$ cat src/rtl/bta_pipe_adder.sv
// Pipelined multi-operand binary-tree adder with valid/ready streaming and run accumulation.
// Each tree level is a register stage; the carry-in joins only at the root adder.
module bta_pipe_adder #(
  parameter int N_OPS    = 8,
  parameter int W        = 16,
  parameter int ACC_BITS = 4
) (
  input  logic                                   clk,
  input  logic                                   rst_n,
  input  logic                                   in_valid,
  output logic                                   in_ready,
  input  logic [N_OPS*W-1:0]                     ops,
  input  logic                                   cin,
  input  logic                                   acc_en,
  input  logic                                   in_last,
  output logic                                   out_valid,
  input  logic                                   out_ready,
  output logic [W+$clog2(N_OPS)+ACC_BITS-1:0]    sum,
  output logic                                   out_ovf
);

  localparam int L     = $clog2(N_OPS);
  localparam int OUT_W = W + L + ACC_BITS;

  logic               en_s;
  logic [W+L-1:0]     root_s;
  logic               root_vld_s;
  logic               root_acc_s;
  logic               root_last_s;
  logic [OUT_W:0]     acc_sum_s;
  logic [OUT_W-1:0]   acc_r;
  logic               ovf_acc_r;
  logic [OUT_W-1:0]   sum_r;
  logic               out_valid_r;
  logic               out_ovf_r;

  assign en_s     = !out_valid_r || out_ready;
  assign in_ready = en_s;

  genvar k, j;
  for (k = 0; k <= L; k++) begin : g_lvl
    localparam int NW = W + k;
    localparam int NE = N_OPS >> k;
    // The root drops the carry-in bit because it has already been consumed there.
    localparam int CW = (k == L) ? 3 : 4;
    logic [NE*NW-1:0] val_s;
    logic [CW-1:0]    ctl_s;  // {cin, last, acc, vld}

    if (k == 0) begin : g_src
      assign val_s = ops;
      assign ctl_s = {cin, in_last, acc_en, in_valid};
    end else begin : g_stage
      localparam int PW = NW - 1;
      logic [NE*NW-1:0] nxt_s;
      logic [NE*NW-1:0] data_r;
      logic [CW-1:0]    ctl_r;

      for (j = 0; j < NE; j++) begin : g_add
        if (k == L) begin : g_root
          assign nxt_s[j*NW +: NW] = NW'(g_lvl[k-1].val_s[2*j*PW +: PW])
                                   + NW'(g_lvl[k-1].val_s[(2*j+1)*PW +: PW])
                                   + NW'(g_lvl[k-1].ctl_s[3]);
        end else begin : g_mid
          assign nxt_s[j*NW +: NW] = NW'(g_lvl[k-1].val_s[2*j*PW +: PW])
                                   + NW'(g_lvl[k-1].val_s[(2*j+1)*PW +: PW]);
        end
      end

      // Stage register: partial sums plus the beat's side-band bits, frozen while stalled.
      always_ff @(posedge clk or negedge rst_n) begin
        if (!rst_n) begin
          data_r <= '0;
          ctl_r  <= '0;
        end else if (en_s) begin
          data_r <= nxt_s;
          ctl_r  <= g_lvl[k-1].ctl_s[CW-1:0];
        end
      end

      assign val_s = data_r;
      assign ctl_s = ctl_r;
    end
  end

  assign root_s      = g_lvl[L].val_s;
  assign root_vld_s  = g_lvl[L].ctl_s[0];
  assign root_acc_s  = g_lvl[L].ctl_s[1];
  assign root_last_s = g_lvl[L].ctl_s[2];

  // Accumulator add with one spare bit to expose the modulo wrap.
  always_comb begin
    acc_sum_s = {1'b0, acc_r} + (OUT_W + 1)'(root_s);
  end

  // Output stage: emit single beats, or accumulate a run and emit on its last beat.
  always_ff @(posedge clk or negedge rst_n) begin
    if (!rst_n) begin
      acc_r       <= '0;
      ovf_acc_r   <= 1'b0;
      sum_r       <= '0;
      out_valid_r <= 1'b0;
      out_ovf_r   <= 1'b0;
    end else if (en_s) begin
      if (root_vld_s && !root_acc_s) begin
        sum_r       <= OUT_W'(root_s);
        out_ovf_r   <= 1'b0;
        out_valid_r <= 1'b1;
      end else if (root_vld_s && root_last_s) begin
        sum_r       <= acc_sum_s[OUT_W-1:0];
        out_ovf_r   <= ovf_acc_r | acc_sum_s[OUT_W];
        out_valid_r <= 1'b1;
        acc_r       <= '0;
        ovf_acc_r   <= 1'b0;
      end else if (root_vld_s) begin
        acc_r       <= acc_sum_s[OUT_W-1:0];
        ovf_acc_r   <= ovf_acc_r | acc_sum_s[OUT_W];
        out_valid_r <= 1'b0;
      end else begin
        out_valid_r <= 1'b0;
      end
    end
  end

  assign sum       = sum_r;
  assign out_valid = out_valid_r;
  assign out_ovf   = out_ovf_r;

endmodule

$ cat config.mk
export PLATFORM = sky130hd
export DESIGN_NAME = bta_pipe_adder
export DESIGN_NICKNAME = d
export VERILOG_FILES = /design/src/rtl/bta_pipe_adder.sv
export SDC_FILE = /design/constraint.sdc
export NUM_CORES = 1
export LEC_CHECK = 0
export CORE_ASPECT_RATIO = 0.6
export CORE_MARGIN = 2
export CORE_UTILIZATION = 55
export DETAILED_ROUTE_END_ITERATION = 6
export GPL_TIMING_DRIVEN = 0
export HOLD_SLACK_MARGIN = 0.15
export PLACE_DENSITY_LB_ADDON = 0.25
export SETUP_SLACK_MARGIN = 0.5
export SYNTH_ARGS = -nofsm -noshare
export SYNTH_HDL_FRONTEND = slang
export SYNTH_SLANG_ARGS = --single-unit
$ cat constraint.sdc
create_clock -name clk -period 3.2 [get_ports clk]
set_input_delay 0.64 -clock clk [delete_from_list [all_inputs] [get_ports clk]]
set_output_delay 0.64 -clock clk [all_outputs]
set_load 0.02 [all_outputs]
==> impl_metrics.tcl <==
set metrics [dict create \
    startpoint_type "flip-flop" \
    syn2layout_area_growth_pct 22.6 \
    io_buffers 160 \
    gp_congestion 0.923 \
    fp.dieW_um 202 \
    num-fill-cells 1836 \
    hpwl_um 28300 \
    firstDrtPassIters 5 \
    synth_flop_cell "dfrtp_1" \
    drt-initial-drc-count 1009 \
    place_inst 1941 \
    hold_class "in2async" \
    fin_crit_ns 2.67 \
    layout-drive-gt1-share_pct 7.07 \
    core_mm2 0.0231 \
    synthTopCellsByArea "dfrtp_1 35%, ha_1 13%, a21oi_1 5.8%, o21ai_0 5.7%, nand2_1 5.5%" \
    cts-hold-fix-buffers 0 \
    arrival_ns 2.95 \
    clk_latency_ns 0.43 \
    reg2reg_slack_ns 0.53 \
    placementRows 43 \
    maxCapViolCount 0 \
    cts_buffers 17 \
    hold_violations 0 \
    syn_inst 1465 \
    detail-route-antenna-nets 0 \
    track_usage_pct 29.5 \
    ctsRootBufferMaster "clkbuf_16" \
    critPathKind "reg2reg" \
    grt_max_degree 98 \
    vdd_drop_max_uv 422 \
    grt_pass1_vias 11100 \
    grt_pass1_wl_um 57600 \
    yosys.area.top_type_share_pct 35.4 \
    worst_pin_slew_ns 0.771 \
    post_dp_cell_area_mm2 0.0150 \
    reg2reg_depth 10 \
    die_y_um 123 \
    clockBufferDepth 2 \
    initial_core_util_pct 56.0 \
    finalSetupViolCount 0 \
    synth-edff-count 0 \
    stdcell_count 1985 \
    cp-end-kind "flip-flop" \
    totalWireLength_um 36800 \
    clock.fmax_mhz 375 \
    finalSetupTns_ns 0 \
    synth_top_cell_by_area "dfrtp_1" \
    cts_sinks 183 \
    ios 161 \
    antenna_found_initial 0 \
    syn_nets 1743 \
    worstPathRequired_ns 3.49 \
    synth-async-reset-ratio_pct 100 \
    power_density_mw_per_mm2 1020 \
    final_util_pct 68.7 \
    antennaDiodeCount 0 \
    fin_nets 1935 \
    clk_pin_slew_ns 0.07 \
    drv_slew 0 \
    ctsHtreeMaxLevel 4 \
    final_area_mm2 0.0158 \
    cts_tree "built" \
    yosysSeqAreaShare_pct 35.4 \
    relSlewSlack_pct 48.6 \
    status "completed" \
    routedWlPerCell_um 18.5 \
    rsz0062_at_grt "yes" \
    avgSynthCellArea_um2 8.82 \
    drc 0 \
    dieArea_mm2 0.0248 \
    syn-cell-area_mm2 0.0129 \
    critPathMaxFanout 3 \
    yosys_warnings 0 \
    r2r-start "g_lvl[2].g_stage.data_r[18]$_DFFE_PN0P_" \
    p_leak_nw 7.03 \
    grt-ovfl-total 0 \
    clock_skew_ns 0.0193 \
    ys_ff_latch 183 \
    post-route-period-util_pct 83.3 \
    via_per_inst 5.98 \
    reg2reg_to "g_lvl[3].g_stage.data_r[18]$_DFFE_PN0P_" \
    yosysUniqueCellTypes 72 \
    num_vias 11900 \
]
[metrics by stage]
step / power [W] / hold WS, ns / setup slack (ns)
CTS: 0.0158 / 0.268 / 0.412
global placement: 0.0131 / 0.452 / -6.08
floorplan: 0.0108 / 0.344 / 0.696
global route: 0.0174 / 0.298 / 0.463
finish: 0.0162 / 0.245 / 0.534
detailed placement: 0.0135 / 0.456 / -0.739
[metal layers]
layer / global-route usage, % / wire, um / vias up
met4: 5.47 / 391 / 0
met2: 43.7 / 15500 / 458
met1: 44.8 / 17900 / 5691
met5: 0 / 0 / -
li1: - / - / 5689
met3: 6.11 / 3040 / 29
[worst max path at each step]
stage	endpoint	cells past startpoint	from
3_5_place_dp	in_ready	6	out_ready
5_1_grt	g_lvl[2].g_stage.data_r[10]$_DFFE_PN0P_	10	g_lvl[1].g_stage.data_r[0]$_DFFE_PN0P_
6_report	g_lvl[3].g_stage.data_r[18]$_DFFE_PN0P_	10	g_lvl[2].g_stage.data_r[18]$_DFFE_PN0P_
4_1_cts	in_ready	6	out_ready
3_3_place_gp	g_lvl[1].g_stage.data_r[57]$_DFFE_PN0P_	1	rst_n
2_1_floorplan	g_lvl[1].g_stage.data_r[10]$_DFFE_PN0P_	9	ops[0]
[power breakdown]
| part | leakage [nW] | internal [W] | total [W] | switching, W |
|---|---|---|---|---|
| clock network | 0.282 | 0.00119 | 0.00214 | 0.000950 |
| registers | 2.20 | 0.00337 | 0.00417 | 0.000802 |
| logic | 4.55 | 0.00416 | 0.00990 | 0.00574 |
| total | 7.03 | 0.00872 | 0.0162 | 0.00749 |
[placed cells by master (no fill, tap or decap), drive strengths merged, types with 6 or more instances in the layout]
master           n
a2111oi          6
a211oi          19
a21o            40
a21oi          149
a221oi           6
a22o            13
a31oi           12
and2             7
and3            13
buf             23
clkbuf          60
clkdlybuf4s50  158
dfrtp          183
fa               9
ha             134
inv             43
mux2i           26
nand2          188
nand2b          17
nand3           22
nand4            6
nor2           114
nor2b           15
nor3            20
nor3b           19
o21a            16
o21ai          153
o21bai          12
o31a             7
o31ai           17
or3              6
xnor2           45
xor2            47
[area by class of cell]
type | count | area, um^2 | share of cell area [%]
Multi-Input combinational cell | 1194 | 8190 | 51.7
Sequential cell | 183 | 4580 | 28.9
Timing Repair Buffer | 173 | 1720 | 10.8
Clock buffer | 20 | 447 | 2.82
Tap cell | 315 | 394 | 2.49
Buffer | 48 | 224 | 1.41
Inverter | 40 | 155 | 0.979
Clock inverter | 12 | 141 | 0.892
[cell usage after synthesis, drive strengths merged (3+ instances only)]
master,n
nand3,22
inv,39
and2,7
o311ai,4
a221oi,6
nor3b,19
or2,5
clkbuf,39
a221o,3
dfrtp,183
a21oi,149
a21o,40
o21bai,12
nor3,20
nor2,114
a31oi,12
ha,134
a22o,13
a211oi,19
a211o,3
o21ai,153
o41ai,3
o31ai,17
xor2,47
o211ai,5
and3,13
o21a,16
a2111oi,6
nand2b,17
a21boi,5
nand4,6
or3,6
mux2i,26
buf,9
xnor2,45
nor2b,15
o31a,7
a41o,4
nand2,188
fa,9
[critical path: stages (launching register included)]
cell and delay (ns):
dfrtp_1 0.40, fa_2 0.45, inv_2 0.09, fa_2 0.23, nand2b_4 0.14, a21oi_2 0.07, o41a_1 0.44, a21oi_2 0.23
o21ai_1 0.17, a21oi_1 0.18, o21ai_0 0.11
[flip-flops by register name, summed over array words and instances (netlist names)]
| register | flops |
|---|---|
| ovf_acc_r | 1 |
| out_ovf | 1 |
| g_lvl.g_stage.data_r | 123 |
| out_valid | 1 |
| acc_r | 23 |
| g_lvl.ctl_s | 11 |
| sum | 23 |
[cells by family after synthesis]
| logic type | share of synthesized area (%) |
|---|---|
| AO/OA/AOI/OAI | 23.6 |
| XOR/XNOR | 6.23 |
| adder cells (fa/ha/maj) | 14.4 |
| buffers and inverters | 2.74 |
| flip-flops | 35.4 |
| multiplexers | 2.10 |
| AND/OR/NAND/NOR | 15.6 |
[what timing repair did]
action / in CTS / in global routing
pin swaps: 6 / 21
buffers inserted: 1 / 11
resized for setup: 31 / 40
endpoints found under the setup margin: 71 / 49
endpoints found under the hold margin: 0 / 0
Power figures use the tool's default switching activity.
